**config.mk**
```make
export PLATFORM = sky130hd
export DESIGN_NAME = serial_subtractor_ctrl
export DESIGN_NICKNAME = d
export VERILOG_FILES = /design/src/rtl/serial_subtractor_ctrl_pkg.sv /design/src/rtl/serial_subtractor_ctrl_full_subtractor.sv /design/src/rtl/serial_subtractor_ctrl.sv
export SDC_FILE = /design/constraint.sdc
export NUM_CORES = 1
export LEC_CHECK = 0
export CORE_ASPECT_RATIO = 1.1
export CORE_MARGIN = 2
export CORE_UTILIZATION = 50
export CTS_CLUSTER_SIZE = 8
export DETAILED_ROUTE_END_ITERATION = 12
export PLACE_DENSITY_LB_ADDON = 0.08
export SETUP_SLACK_MARGIN = 0.3
export SKIP_CTS_REPAIR_TIMING = 1
export SKIP_LAST_GASP = 1
export SLEW_MARGIN = 15
export SYNTH_ARGS = -nofsm -noshare
export SYNTH_HDL_FRONTEND = slang
export SYNTH_SLANG_ARGS = --single-unit
```
**constraint.sdc**
```tcl
create_clock -name clk -period 1.7 [get_ports clk]
set_input_delay 0.17 -clock clk [delete_from_list [all_inputs] [get_ports clk]]
set_output_delay 0.17 -clock clk [all_outputs]
set_load 0.03 [all_outputs]
```
**src/rtl/serial_subtractor_ctrl_pkg.sv**
```systemverilog
// serial_subtractor_ctrl_pkg: shared state encoding for the bit-serial subtractor
package serial_subtractor_ctrl_pkg;
  typedef enum logic [1:0] {
    IDLE = 2'd0,
    RUN  = 2'd1,
    DONE = 2'd2
  } state_t;
endpackage

```
**src/rtl/serial_subtractor_ctrl_full_subtractor.sv**
```systemverilog
// full_subtractor: combinational one-bit x - y - z cell
module full_subtractor (
  input  logic x,
  input  logic y,
  input  logic z,
  output logic diff,
  output logic borrow
);
  assign diff   = x ^ y ^ z;
  assign borrow = (~x & y) | (~(x ^ y) & z);
endmodule

```
**src/rtl/serial_subtractor_ctrl.sv**
```systemverilog
// serial_subtractor_ctrl: a - b - bin computed LSB first, one bit per clock, through one cell
module serial_subtractor_ctrl
  import serial_subtractor_ctrl_pkg::*;
#(
  parameter int WIDTH = 8
) (
  input  logic             clk,
  input  logic             rst,
  input  logic             start,
  input  logic [WIDTH-1:0] a,
  input  logic [WIDTH-1:0] b,
  input  logic             bin,
  output logic             busy,
  output logic             done,
  output logic [WIDTH-1:0] diff,
  output logic             borrow,
  output logic             ovf
);
  localparam int CW = $clog2(WIDTH);
  state_t           r_state;
  logic [WIDTH-1:0] r_sa, r_sb, r_sd, r_diff;
  logic [CW-1:0]    r_cnt;
  logic             r_br, r_a_msb, r_b_msb, r_done, r_borrow, r_ovf;
  logic             w_d, w_b;
  full_subtractor u_cell (
    .x(r_sa[0]),
    .y(r_sb[0]),
    .z(r_br),
    .diff(w_d),
    .borrow(w_b)
  );
  always_ff @(posedge clk) begin
    if (rst) begin
      r_state  <= IDLE;
      r_cnt    <= '0;
      r_sa     <= '0;
      r_sb     <= '0;
      r_sd     <= '0;
      r_br     <= 1'b0;
      r_a_msb  <= 1'b0;
      r_b_msb  <= 1'b0;
      r_done   <= 1'b0;
      r_diff   <= '0;
      r_borrow <= 1'b0;
      r_ovf    <= 1'b0;
    end else begin
      r_done <= 1'b0;
      case (r_state)
        IDLE: if (start) begin
          r_state <= RUN;
          r_sa    <= a;
          r_sb    <= b;
          r_br    <= bin;
          r_cnt   <= '0;
          r_a_msb <= a[WIDTH-1];
          r_b_msb <= b[WIDTH-1];
        end
        RUN: begin
          r_sa    <= r_sa >> 1;
          r_sb    <= r_sb >> 1;
          r_sd    <= {w_d, r_sd[WIDTH-1:1]};
          r_br    <= w_b;
          r_cnt   <= r_cnt + 1'b1;
          r_state <= (r_cnt == CW'(WIDTH - 1)) ? DONE : RUN;
        end
        DONE: begin
          r_done   <= 1'b1;
          r_diff   <= r_sd;
          r_borrow <= r_br;
          r_ovf    <= (r_a_msb ^ r_b_msb) & (r_sd[WIDTH-1] ^ r_a_msb);
          r_state  <= IDLE;
        end
        default: r_state <= IDLE;
      endcase
    end
  end
  assign busy   = (r_state != IDLE);
  assign done   = r_done;
  assign diff   = r_diff;
  assign borrow = r_borrow;
  assign ovf    = r_ovf;
endmodule
```
-- Word-level counts from Yosys, hierarchy flattened
Index checks and enable logic that the tools add are counted.
- flip-flop bits (word level): 43
- input port bits: 20
- output and inout bits: 12
- logic and storage cells: 44
- $add $sub $neg: 1
- equal/unequal tests: 4
- multiplexer cells: 12
- bitwise operators: 10
- reductions and logical operators: 5
- operator list (kind ; count):
    $pmux W8 S2 ; 2
    $mux W8 ; 2
    $pmux W3 S2 ; 1
    $mux W2 ; 2
    $pmux W2 S2 ; 1
    $reduce_and A2 Y1 ; 2
    $reduce_bool A2 Y1 ; 2
    $xor A1 B1 Y1 ; 4
    $add A3 B1 Y3 const B ; 1
    $and A1 B1 Y1 ; 3
    $eq A3 B3 Y1 const B ; 1
    $mux W3 ; 1
    $eq A2 B1 Y1 const B ; 1
    $eq A2 B2 Y1 const B ; 1
    $logic_not A2 Y1 ; 1
    $mux W1 ; 2
    $ne A2 B2 Y1 const B ; 1
    $not A1 Y1 ; 2
    $pmux W1 S2 ; 1
    $or A1 B1 Y1 ; 1

-- Depth between registers and ports, before layout
Gate-level depths: netlist of the first run.
- depth in word-level cells: 5
- mapped depth: 5
- depth with buffers taken out: 5

-- Cells and area by module
Synthesis of the first run repeated with hierarchy kept, for this count alone.
- cell total of the unflattened synthesis: 221
- area total of the unflattened synthesis: 1876.8 µm²
- modules (own cells, without submodules) (module ; instances ; cells each ; area an instance (µm²) ; seq. area each (µm²)):
    serial_subtractor_ctrl ; 1 ; 217 ; 1845.5 ; 860.8
    full_subtractor ; 1 ; 4 ; 31.3 ; 0.0

-- Worst setup path before layout of the first run
Ideal clock, no wire load.
- kind: reg2out
- start: reg r_state[1]
- end: out busy
- arrival: 1.047 ns
- data required time: 1.530 ns
- setup slack: 0.483 ns
- cell stages (with the launch flop): 5
- path buffers: 3
- path through: dfxtp_1 > buf_6 > buf_6 > buf_4 > or2_2
- word-level cells in the longest chain between the ends: 1
- RTL lines (what ; line ; source):
    start: declaration ; serial_subtractor_ctrl.sv:20 ; state_t r_state;
    start signal: assignment ; serial_subtractor_ctrl.sv:64 ; r_state <= (r_cnt == CW'(WIDTH - 1)) ? DONE : RUN;
    $reduce_bool A2 Y1 ; serial_subtractor_ctrl.sv:77 ; assign busy = (r_state != IDLE);
    end: declaration ; serial_subtractor_ctrl.sv:13 ; output logic busy,
No other way between the ends.

-- Worst setup path after layout of the first run
- start: reg r_state[0]
- end: out busy
The elaborated chain is that of the path after synthesis.

==> flow_metrics.tcl, run 1 <==
set metrics [dict create \
    static-leakage-power_uw 0.00110 \
    via_count_of_the_routed_design 1610 \
    cpPeakStageDelay_ns 0.34 \
    met3_usage_pct 5.68 \
    dominantRegCellSynth "dfxtp_1" \
    cts_tree "yes" \
    async_reset_ff_share_pct 0 \
    tritoncts.num_buffers 5 \
    final_antenna_net_count 0 \
    worstSetupPathType "flip-flop to primary output" \
    synth-edff-count 0 \
    final-setup-viol-count 0 \
    initialDrtViolationCount 104 \
    post_layout_nonfiller_instances 309 \
    timing.final.max_slew_violations 0 \
    design.die.area_mm2 0.00440 \
    share_seq_of_total_power_pct 54.7 \
    synth_fp_nets 252 \
    timing.critical_path.mode_cell "buf_4" \
    h-tree-depth 2 \
    numClockSinks 43 \
    grt_antenna_before_repair 0 \
    hold_class "input port to flip-flop" \
    arrival_ns 1.28 \
    gp_congestion 0.779 \
    netlist_area_before_placement_mm2 0.00194 \
    placement.io_buffers 31 \
    final_core_utilization_pct 64.7 \
    routed_via_density 5.21 \
    initial_utilization_pct 52.8 \
    irDropWorstVdd_mv 0.551 \
    synth.ff_latch_count 43 \
    drive_above_1_share_pct 14.3 \
    internal-power_uw 1490 \
    relSlewSlack_pct 75.6 \
    grt_pass1_wl_um 6740 \
    yosysSeqAreaShare_pct 44.3 \
    post_synth_inst_count 229 \
    clock_path_buffers 2 \
    insertion_delay_ns 0.30 \
    design.portCount 32 \
    layout_common_cells "a21oi_1 (43), dfxtp_1 (42), nand2_1 (36)" \
    critical-path-slowest-cell "dfxtp_1" \
    finalCritPeriodShare_pct 85.4 \
    grt_util_met1_pct 23.1 \
    totalWireLength_um 3830 \
    die-width_um 63.5 \
    first_global_vias 1520 \
    global_route.usage.total_pct 19.1 \
    fin_crit_ns 1.45 \
    cp_data_required_time_ns 1.53 \
    timing.hold.ws_ns 0.447 \
    synthToLayoutAreaGrowth_pct 22.5 \
    rows 23 \
    hold_violations 0 \
    globalRoute.busiestLayer "met2" \
    fmax_mhz 689 \
    p_sw_uw 515 \
    drc_errors 0 \
    number_of_max_cap_violations 0 \
    logic_pwr_share_pct 14.0 \
    setup_total_neg_slack_ns 0 \
    rsz0062_at_grt "true" \
    clk_root_buffer_cell "clkbuf_8" \
    antenna-diode-count 0 \
    synthDistinctLibCells 34 \
    mostFrequentLayoutCell "a21oi_1" \
    die_height_um 69.4 \
    detailedPlacementHpwl_um 2590 \
    pin_count_of_the_biggest_net_entering_global_routing 41 \
    critical_path.startpoint_type "flip-flop" \
    run_status "completed" \
    placeable_core_area_mm2 0.00368 \
    post_synth.cell_area_avg_um2 8.49 \
    power.density_cell_area_mw_per_mm2 840 \
    share_clk_of_total_power_pct 31.3 \
    yosys_warnings 0 \
    post_drt_wl_per_cell_um 12.4 \
    setup.worst_path.end_class "primary output" \
    drt-pass1-iter-count 4 \
    worstPathMaxFanout 10 \
    worst-slew-pin-transition_ns 0.365 \
    power.switching_fraction_pct 25.7 \
    placed_cells_incl_taps 301 \
    clkTransAtPathRegs_ns 0.08 \
    grt_remaining_overflow 0 \
    use_met2_pct 31.3 \
    final_nets 281 \
    crit_chain "buf_4 -> or2_2 -> buf_4" \
    fin_skew_ns 0.00704 \
]
==> synth_stat cells, drive strengths merged (2+ instances only) <==
master | instances | area (um2)
a21oi | 43 | 215
dfxtp | 43 | 861
nand2 | 36 | 135
nor2 | 30 | 120
buf | 17 | 123
inv | 12 | 47.6
o221a | 11 | 124
nor2b | 6 | 45.0
o21ai | 5 | 25.0
o22ai | 4 | 25.0
a2111oi | 3 | 45.0
a22oi | 2 | 15.0
a2bb2oi | 2 | 17.5
ha | 2 | 25.0
nand2b | 2 | 20.0
==> worst max-delay path: cells and delay by family (launching register included) <==
family / cells / cell delay, ns
buffers and inverters: 2 / 0.36
DFF: 1 / 0.34
and+or+nand+nor: 1 / 0.30
==> logic make-up (layout without fill, tap and decap cells) <==
group | count (synthesis) | in the layout | share of synthesized area, %
AO/OA/AOI/OAI | 72 | 72 | 24.9
adder cells (fa/ha/maj) | 3 | 3 | 2.32
buffers and inverters | 30 | 60 | 8.94
flip-flops | 43 | 43 | 44.3
multiplexers | 1 | 1 | 0.515
AND/OR/NAND/NOR | 80 | 80 | 19.0
==> power by group through the flow <==
stage	clock network, uW	registers, uW	logic, uW
2_1_floorplan	0	1110	201
4_1_cts	652	1090	281
6_report	628	1090	279
3_5_place_dp	0	1120	280
5_1_grt	679	1100	315
3_3_place_gp	0	1120	277
==> stage by stage <==
stage	power [uW]	setup slack, ns	cell area, um2
after floorplan	1310	0.483	1940
after global placement	1400	0.234	2270
after detailed placement	1400	0.193	2270
after CTS	2030	0.133	2350
after global routing	2100	0.193	2380
final	2000	0.249	2380
==> final cells by class <==
cell class / instances / area (um2)
multi-input combinational: 156 / 910
fill: 352 / 1300
clock inverter: 1 / 5.00
sequential: 43 / 862
inverter: 12 / 47.5
tap: 50 / 62.6
timing repair buffer: 40 / 419
clock buffer: 7 / 76.3
==> path summary, 6_finish.rpt <==
path              slack [ns]  startpoint  endpoint  cells after the start
hold reg to reg         0.45     diff[4]   diff[4]                      2
setup reg to reg        0.41     r_sb[0]      r_br                      4
hold / removal          0.45        a[7]   r_sa[7]                      3
setup / recovery        0.25  r_state[0]      busy                      3
==> flip-flops by register name (all words and copies together) (netlist names) <==
signal and count:
borrow 1, diff 8, done 1, ovf 1, r_a_msb 1, r_b_msb 1, r_br 1, r_cnt 3
r_sa 8, r_sb 8, r_sd 8, r_state 2
==> metal layers <==
metal	vias to the layer above	wire length [um]
met1	740	1840
met5	-	0
met2	26	1770
met4	0	70
li1	837	-
met3	7	154
No activity file was read; power rests on OpenSTA's default activity.
==> run 2: changes to the inputs <==
Settings changed: SKIP_CTS_REPAIR_TIMING 1 to unset, SYNTH_HIERARCHICAL set to 1.
==> run 2 against run 1 <==
  * Clock-buffer cell count fell by 1
  * Via count fell by 2.8%
  * Worst setup slack improved by 0.073 ns
  * Worst hold slack improved by 0.0076 ns
  * Clock skew rose by 0.00065 ns
  * Total power rose by 14%
  * Register-to-register slack got worse by 0.09 ns
  * Sequential cell count did not move
  * Critical endpoint is now r_sb[5]
  * Core utilization rose by 2.6 points
  * Synthesized area fell by 3.5%
  * Synthesized cell count fell by 3.5%
  * Sequential share of layout area fell by 0.58 points
==> flow_metrics.tcl, run 2 <==
set metrics [dict create \
    final_nets 278 \
    via_count_of_the_routed_design 1565 \
    yosys-top-cells-area "dfxtp_1 (46%), a21oi_1 (8.3%), nand2_1 (6.8%), nor2_1 (5.0%), or3b_1 (4.7%)" \
    kind_of_cell_adding_the_most_delay_to_the_critical_path "simple AND/OR/NAND/NOR gates" \
    detailedPlacementHpwl_um 2530 \
    totalWireLength_um 3980 \
    setup_total_neg_slack_ns 0 \
    irDropWorstVdd_mv 0.817 \
    synthToLayoutAreaGrowth_pct 29.9 \
    static-leakage-power_uw 0.000997 \
    synthDominantAreaCellType "dfxtp_1" \
    post_drt_wl_per_cell_um 13.0 \
    fmax_mhz 726 \
    synthDistinctLibCells 30 \
    drt-pass1-iter-count 4 \
    grt_pass1_wl_um 6530 \
    placeable_core_area_mm2 0.00363 \
    run_status "completed" \
    synth.ff_latch_count 43 \
    die-width_um 62.4 \
    multi_input_gate_area_um2 923 \
    placed_cells_incl_taps 292 \
    final_antenna_net_count 0 \
    synth.top_cell.area_share_pct 45.9 \
    dominantRegCellSynth "dfxtp_1" \
    design.portCount 32 \
    hold_class "flip-flop to flip-flop" \
    initial_utilization_pct 51.8 \
    async_reset_ff_share_pct 0 \
    clkTransAtPathRegs_ns 0.08 \
    die_height_um 68.3 \
    final-setup-viol-count 0 \
    routed_via_density 5.11 \
    insertion_delay_ns 0.29 \
    h-tree-depth 2 \
    arrival_ns 1.55 \
    design.die.area_mm2 0.00426 \
    crit_chain "buf_8 -> buf_6 -> or3b_1 -> a21oi_2 -> nor3_1" \
    antenna-diode-count 0 \
    worstSetupPathType "flip-flop to flip-flop" \
    rows 23 \
    power.density_cell_area_mw_per_mm2 936 \
    yosysSeqAreaShare_pct 45.9 \
    post_synth_inst_count 221 \
    synth_fp_nets 244 \
    post_synth.cell_area_avg_um2 8.49 \
    rsz0062_at_grt "false" \
    netlist_area_before_placement_mm2 0.00188 \
    placement.io_buffers 31 \
    cp_data_required_time_ns 1.88 \
    cts_hold_buf 0 \
    clock_path_buffers 2 \
    preCtsSetupSlack_ns 0.0895 \
    relSlewSlack_pct 74.1 \
    global_route.usage.total_pct 19.4 \
    worstPathMaxFanout 17 \
    postPlaceCellArea_mm2 0.00221 \
    drive_above_1_share_pct 15.6 \
    finalCritPeriodShare_pct 81.1 \
    gp_congestion 0.701 \
    number_of_max_cap_violations 0 \
    critical_path_buf_inv_count 2 \
    post_layout_nonfiller_instances 306 \
    cpPeakStageDelay_ns 0.40 \
    tritoncts.num_buffers 5 \
    synth-edff-count 0 \
    fin_skew_ns 0.00769 \
    synth.cells.most_frequent "dfxtp_1 (43), nand2_1 (34), a21oi_1 (31), nor2_1 (25), nor3_1 (15)" \
    fin_crit_ns 1.38 \
    timing.final.max_slew_violations 0 \
    clk_root_buffer_cell "clkbuf_8" \
    setup.worst_path.end_class "flip-flop" \
    drc_errors 0 \
    mostFrequentLayoutCell "dfxtp_1" \
    first_global_vias 1475 \
    yosysMostFrequentCell "dfxtp_1" \
    worst-slew-pin-transition_ns 0.388 \
    regArea_um2 868 \
    initialDrtViolationCount 61 \
    finish.instance_area_mm2 0.00244 \
    grt_remaining_overflow 0 \
    yosys_warnings 6 \
    critical-path-slowest-cell "or3b_1" \
    register_to_register_setup_slack_ns 0.32 \
    numClockSinks 43 \
    grt_antenna_before_repair 0 \
    critical_path.startpoint_type "flip-flop" \
    hold_violations 0 \
    cts_tree "yes" \
    pin_count_of_the_biggest_net_entering_global_routing 44 \
    layout_common_cells "dfxtp_1 (41), nand2_1 (34), a21oi_1 (26)" \
    n_fill_cell 340 \
    worst_slack_ns 0.322 \
]
==> run 2: repair_timing <==
item                       in CTS  in global routing
pin swaps                       1                  4
setup buffers                   2                  4
resized for setup              13                 19
setup endpoints to repair      49                 15
==> run 2: area by class of cell <==
class	instances	share of cell area [%]
Clock inverter	2	2.46
Multi-Input combinational cell	157	37.9
Timing Repair Buffer	45	18.1
Clock buffer	6	2.98
Tap cell	50	2.57
Inverter	3	0.462
Sequential cell	43	35.6
==> run 2: cells by family (layout without fill, tap and decap cells) <==
| group | count (synthesis) | after routing | synth area share (%) |
|---|---|---|---|
| multiplexers | 4 | 4 | 2.13 |
| buffers and inverters | 21 | 56 | 6.47 |
| flip-flops | 43 | 43 | 45.9 |
| AO/OA/AOI/OAI | 40 | 40 | 12.3 |
| adder cells (fa/ha/maj) | 3 | 3 | 2.40 |
| AND/OR/NAND/NOR | 110 | 110 | 30.9 |
==> run 2: layer usage <==
metal | part of all wire, % | global-route usage (%) | vias up | wire length, um
li1 | - | - | 800 | -
met1 | 43 | 20.3 | 733 | 1720
met2 | 52 | 38.6 | 26 | 2070
met3 | 3.2 | 4.11 | 6 | 127
met4 | 1.3 | 7.50 | 0 | 53
met5 | 0 | 0 | - | 0
==> run 2: power by group <==
group | switching (uW) | total, uW | leakage (uW) | internal, uW
Combinational | 127 | 275 | 0.000579 | 148
Sequential | 27.9 | 1080 | 0.000353 | 1050
Clock | 343 | 930 | 0.0000654 | 587
Total | 498 | 2280 | 0.000997 | 1780
==> run 2: metrics by stage <==
step                power, uW  util [%]  hold WS, ns
floorplan                1270         -        0.317
global placement         1340      60.9        0.440
detailed placement       1350      60.9        0.450
CTS                      2280      64.7        0.459
global route             2390      67.3        0.481
finish                   2280      67.3        0.454
==> run 2: worst paths after layout <==
check	to	from	cells past startpoint
worst max-delay path	r_sb[5]	r_state[0]	5
worst min-delay path	diff[1]	diff[1]	2
worst max register to register	r_sb[5]	r_state[0]	5
worst min register to register	diff[1]	diff[1]	2
==> run 2: tightest hold or removal path, cell delays in order, from the launching register on <==
cell and delay [ns]:
dfxtp_1 0.31, nand2_1 0.05, a21oi_1 0.05
